<file path="src/rtl/rpt_fifo.sv">
// Report request FIFO.
// Count-based full/empty, pointers wrap modulo DEPTH.
module rpt_fifo #(
  parameter int DEPTH = 4,
  parameter int W     = 62
) (
  input  logic         clk,
  input  logic         rst,
  input  logic         push,
  input  logic         pop,
  input  logic [W-1:0] din,
  output logic         full,
  output logic         empty,
  output logic [W-1:0] head
);

  localparam int PW = $clog2(DEPTH);

  logic [W-1:0]  mem [DEPTH];
  logic [PW-1:0] wr_ptr;
  logic [PW-1:0] rd_ptr;
  logic [PW:0]   count;
  logic          do_push;
  logic          do_pop;

  assign full    = count == (PW+1)'(DEPTH);
  assign empty   = count == '0;
  assign do_push = push && !full;
  assign do_pop  = pop && !empty;
  assign head    = mem[rd_ptr];

  // Pointer and occupancy bookkeeping.
  always_ff @(posedge clk or negedge rst) begin
    if (!rst) begin
      wr_ptr <= '0;
      rd_ptr <= '0;
      count  <= '0;
    end else begin
      if (do_push) wr_ptr <= wr_ptr + PW'(1);
      if (do_pop)  rd_ptr <= rd_ptr + PW'(1);
      unique case ({do_push, do_pop})
        2'b10:   count <= count + (PW+1)'(1);
        2'b01:   count <= count - (PW+1)'(1);
        default: count <= count;
      endcase
    end
  end

  // Storage array; contents are only meaningful below count.
  always_ff @(posedge clk) begin
    if (do_push) mem[wr_ptr] <= din;
  end

endmodule

</file>
<file path="config.mk">
export PLATFORM = sky130hd
export DESIGN_NAME = rpt_fifo
export DESIGN_NICKNAME = d
export VERILOG_FILES = /design/src/rtl/rpt_fifo.sv
export SDC_FILE = /design/constraint.sdc
export NUM_CORES = 1
export LEC_CHECK = 0
export ABC_CLOCK_PERIOD_IN_PS = 2800
export BUFFER_PORTS_ARGS = -buffer_cell sky130_fd_sc_hd__buf_4
export CAP_MARGIN = 30
export CORE_MARGIN = 2
export CORE_UTILIZATION = 50
export DETAILED_ROUTE_END_ITERATION = 12
export PLACE_DENSITY = 0.74
export SLEW_MARGIN = 40
export SYNTH_ARGS = -nofsm -noshare
export SYNTH_HDL_FRONTEND = slang
export SYNTH_SLANG_ARGS = --single-unit
</file>
<file path="constraint.sdc">
create_clock -name clk -period 2.8 [get_ports clk]
set_clock_uncertainty 0.05 [all_clocks]
set_input_delay 0.28 -clock clk [delete_from_list [all_inputs] [get_ports clk]]
set_output_delay 0.28 -clock clk [all_outputs]
set_load 0.005 [all_outputs]
</file>
# Word-level counts from Yosys, hierarchy flattened
# Memories as Yosys holds them, arrays and structs flattened.
# Index checks and enable logic that the tools add are counted.
[totals]
mem_count = 1
regBits = 7
ramBits = 248
wordCells = 20
in_bits = 66
out_inout_bits = 64
[op_classes]
reduce_logical = 6
addsub = 4
eq_ne = 3
n_mux = 3
[mem_list]
columns = ["memory", "depth", "width", "rd", "rd_clocked_by_memory_dff", "wr", "line", "source"]
rows = [
  ["mem", 4, 62, 1, 0, 1, "19", "logic [W-1:0] mem [DEPTH];"],
]
[ops]
columns = ["cell", "n"]
rows = [
  ["$pmux W3 S2", 1],
  ["$add A2 B1 Y2 const B", 2],
  ["$add A3 B1 Y3 const B", 1],
  ["$eq A3 B3 Y1 const B", 1],
  ["$logic_not A3 Y1", 1],
  ["$sub A3 B1 Y3 const B", 1],
  ["$eq A2 B1 Y1 const B", 1],
  ["$eq A2 B2 Y1 const B", 1],
  ["$logic_and A1 B1 Y1", 2],
  ["$logic_not A1 Y1", 2],
  ["$mux W1", 2],
  ["$reduce_bool A2 Y1", 1],
]

# Longest topological paths before layout
[logic_depth]
ltp_word = 5
mapped_depth = 9

# Worst setup path after synthesis
# Ideal clock, no wire load.
[synth_path]
path_type = "reg-to-reg"
start = "reg count[2]"
end = "mem mem[0][0], enable pin"
period_less_slack_ns = 2.762
setup_slack_ns = 0.038
stages_incl_launch_ff = 4
arrival_time_ns = 2.286
path_cell_list = "dfrtp_1 -> nor3b_2 -> nor2b_2 -> and2_1"
[synth_via]
elab_chain_cells = 5
[synth_lines]
columns = ["element", "line", "source"]
rows = [
  ["start, declared", "22", "logic [PW:0] count;"],
  ["start signal, assigned", "42", "2'b10: count <= count + (PW+1)'(1);"],
  ["start signal, assigned", "43", "2'b01: count <= count - (PW+1)'(1);"],
  ["start signal, assigned", "44", "default: count <= count;"],
  ["$eq A3 B3 Y1", "26", "assign full = count == (PW+1)'(DEPTH);"],
  ["via full", "12", "output logic full,"],
  ["$logic_not A1 Y1", "28", "assign do_push = push && !full;"],
  ["$logic_and A1 B1 Y1", "28", ""],
  ["$mux W1", "51", "if (do_push) mem[wr_ptr] <= din;"],
  ["$mux W1 (not written as such)", "51", ""],
  ["end, declared", "19", ""],
]
# The timed path passes the listed nets, and every way through them passes these cells.

# Final worst setup path
[layout_path]
start = "reg rd_ptr[0]"
end = "out head[5]"
[layout_via]
elab_chain_cells = 1
[layout_lines]
columns = ["element", "line", "source"]
rows = [
  ["start, declared", "21", "logic [PW-1:0] rd_ptr;"],
  ["start signal, assigned", "40", "if (do_pop) rd_ptr <= rd_ptr + PW'(1);"],
  ["$mem_v2 Z4 W62", "-", ""],
  ["end, declared", "14", "output logic [W-1:0] head"],
]
# Every way passes these cells.

==> results.md <==
- Worst-Margin Slew: 0.682 ns
- I/O Pins: 130
- Vias/cell: 5.35
- Largest net degree at the start of global routing: 47
- Main combinational cell family by area after synthesis: multiplexers
- Global-route met2 utilization: 30.3%
- Pre-CTS WS: 0.641 ns
- Post-CTS sizing: 0
- Clk slew on worst S/H paths: 0.06 ns
- CTS tree: done
- Starting density of the core: 50.7%
- Antenna fix cells: 0
- Grt met1 use: 23.9%
- Arrival @ worst endpoint: 2.26 ns
- Syn_nets: 433
- Remaining antenna violation count: 0
- Routed WL: 17400 um
- Simple-Gate Fraction of Synth Area: 0.623%
- DP HPWL: 10200 um
- Power Dens Cells: 999 nW/um2
- Max Cap Viol: 0
- Peak supply drop: 0.687 mV
- Vias in the first global route: 4876
- Setup_tns: 0 ns
- Chip Height: 141 um
- Crit path launch type: flip-flop
- Adder-Cell Fraction of Synth Area: 0.874%
- Die Area: 20000 um2
- Die Wd: 141 um
- Area delta synth->final: 28.7%
- Tmin final: 2.59 ns
- Seq pwr share: 45.0%
- Dpl cells: 724
- Clock power frac: 26.3%
- Initial antenna violation count: 0
- HP Class: in2async
- FF+latch count, synth: 255
- Status: complete, no violations
- Sequential-to-total area share from yosys stat: 80.7%
- Gpl congestion: 0.656
- Htree depth: 1
- Met3 Use GR: 3.24%
- Compound-Gate Fraction of Synth Area: 0.0927%
- TritonCTS buffer count: 26
- Post-Synthesis Cell Area: 9450 um2
- DR vias: 4464
- Fmax: 386 MHz
- Yosys top cell by area: edfxtp_1
- PortBufs: 129
- Post-CTS Setup Inserts: 0
- CP Capture Type: output pin
- TritonRoute pass-1 iters: 6
- Remaining global-route overflow: 0
- Gr usage total: 17.7%
- Crit Path Class: reg2out
- Wire length per cell: 20.8 um
- Final worst slack: 0.211 ns
- Synth warn: 0
- Sw power: 0.00323 W
- Multiplexer area fraction after synthesis: 15.2%
- Clock Sinks: 255
- Synth top area share: 78.8%
- Fillers: 1239
- GR peak layer: met2
- Nets: 653
- Switch share: 26.6%
- Final cell count without fillers: 835
- Gate Count Post-Synth: 361
- Setup violators final: 0
- # rows: 50
- CP Max Fanout: 22
- RSZ-0062 raised after global routing: false
- Syn Area/Cell: 26.2 um2
- Fraction of synthesized cell area in xor and xnor cells: 0.556%
- Rel. slew slack: 54.5%
- Global-route wire length before repair: 27000 um
- Final hold vios: 0
- DRC Markers: 0
- Pint: 0.00892 W
- Max-slew violations: 0
- Fin util: 65.2%
- Worst-Skew Late Latency: 0.51 ns
- Root buffer cell: clkbuf_16
- Clock Path Buffers: 3
- Leak pwr: 4.27 nW
- Combinational share of power: 28.7%
- Synth top area cells: edfxtp_1, mux4_2, dfrtp_1
- Tcrit/Tclk final: 92.5%
- Critical Path RT: 2.47 ns
- Starting DRT DRC Count: 279
- Core area: 18600 um2
- Layout cells sized above 1: 41.4%
- Post-synth cell types: 22
## metal layers
layer / part of all wire [%] / vias up
met4: 1.9 / 0
met3: 4.9 / 27
li1: - / 1986
met1: 43 / 2327
met2: 50 / 124
met5: 0 / -
## metrics by stage
stage	hold WS (ns)	cell area (um2)	power [W]
2_1_floorplan	-0.0656	9450	0.00747
3_3_place_gp	0.0445	10700	0.00893
3_5_place_dp	0.0489	10700	0.00904
4_1_cts	0.0545	12200	0.0123
5_1_grt	0.0792	12200	0.0127
6_report	0.0861	12200	0.0121
## cell usage in the layout, fill, tap and decap left out, drive strengths merged
master and instances:
edfxtp 248, buf 143, dlygate4sd3 63, mux4 62, clkbuf 32, clkinv 14, dfrtp 7, inv 6
ha 5, and2 4, xnor2 3, xor2 3, nor3 1, o31a 1, nor3b 1, nor2b 1
mux2i 1, mux2 1, nand2 1, nor2 1, fa 1, bufinv 1, clkinvlp 1
## final cells by class
class                           count  area, um2  area share [%]
Inverter                            6       22.5           0.185
Sequential cell                   255       7630            62.8
Multi-Input combinational cell     86       1650            13.5
Clock buffer                       32        694            5.71
Timing Repair Buffer              206       1770            14.5
Tap cell                          234        293            2.41
Clock inverter                     16        106           0.875
## power by group through the flow
stage | Sequential, W | Combinational, W | Clock, W
final | 0.00547 | 0.00348 | 0.00320
after global routing | 0.00556 | 0.00376 | 0.00343
after CTS | 0.00550 | 0.00356 | 0.00327
after detailed placement | 0.00557 | 0.00347 | 0
after global placement | 0.00550 | 0.00343 | 0
after floorplan | 0.00528 | 0.00219 | 0
## what timing repair did
item                                   in CTS  in global routing
setup endpoints to repair                   0                  0
hold buffers                               63                  0
endpoints found under the hold margin     255                  0
## flip-flops by register name, summed over array words and instances, names as in the netlist
register,flops
rd_ptr,2
wr_ptr,2
count,3
mem,248
## cell usage after synthesis (all sizes together)
master and count:
edfxtp 248, ha 5, dfrtp 7, nor2 1
mux4 62, nor3b 1, o31a 1, nand2 1
mux2 1, buf 13, xnor2 3, mux2i 1
clkbuf 1, xor2 3, nor2b 1, and2 4
fa 1, inv 6, nor3 1
## cells by family after synthesis
kind of cell	count (synthesis)
AND/OR/NAND/NOR	9
XOR/XNOR	6
adder cells (fa/ha/maj)	6
multiplexers	64
AO/OA/AOI/OAI	1
flip-flops	255
buffers and inverters	20
## worst max-delay path, cell delays in order (launching register included)
cell and delay [ns]:
dfrtp_4 0.72, buf_4 0.33, mux4_2 0.54, buf_4 0.15
## path summary, 6_finish.rpt
check	start	endpoint	slack [ns]	cells past startpoint
setup / recovery	rd_ptr[0]	head[5]	0.21	3
hold / removal	rst	wr_ptr[0]	0.09	2
setup reg to reg	count[0]	count[2]	0.63	9
hold reg to reg	count[2]	count[2]	0.49	1
max in group asynchronous	rst	rd_ptr[0]	2.48	2
min in group clk	pop	rd_ptr[0]	0.12	3
(Power assumes the default switching activity.)
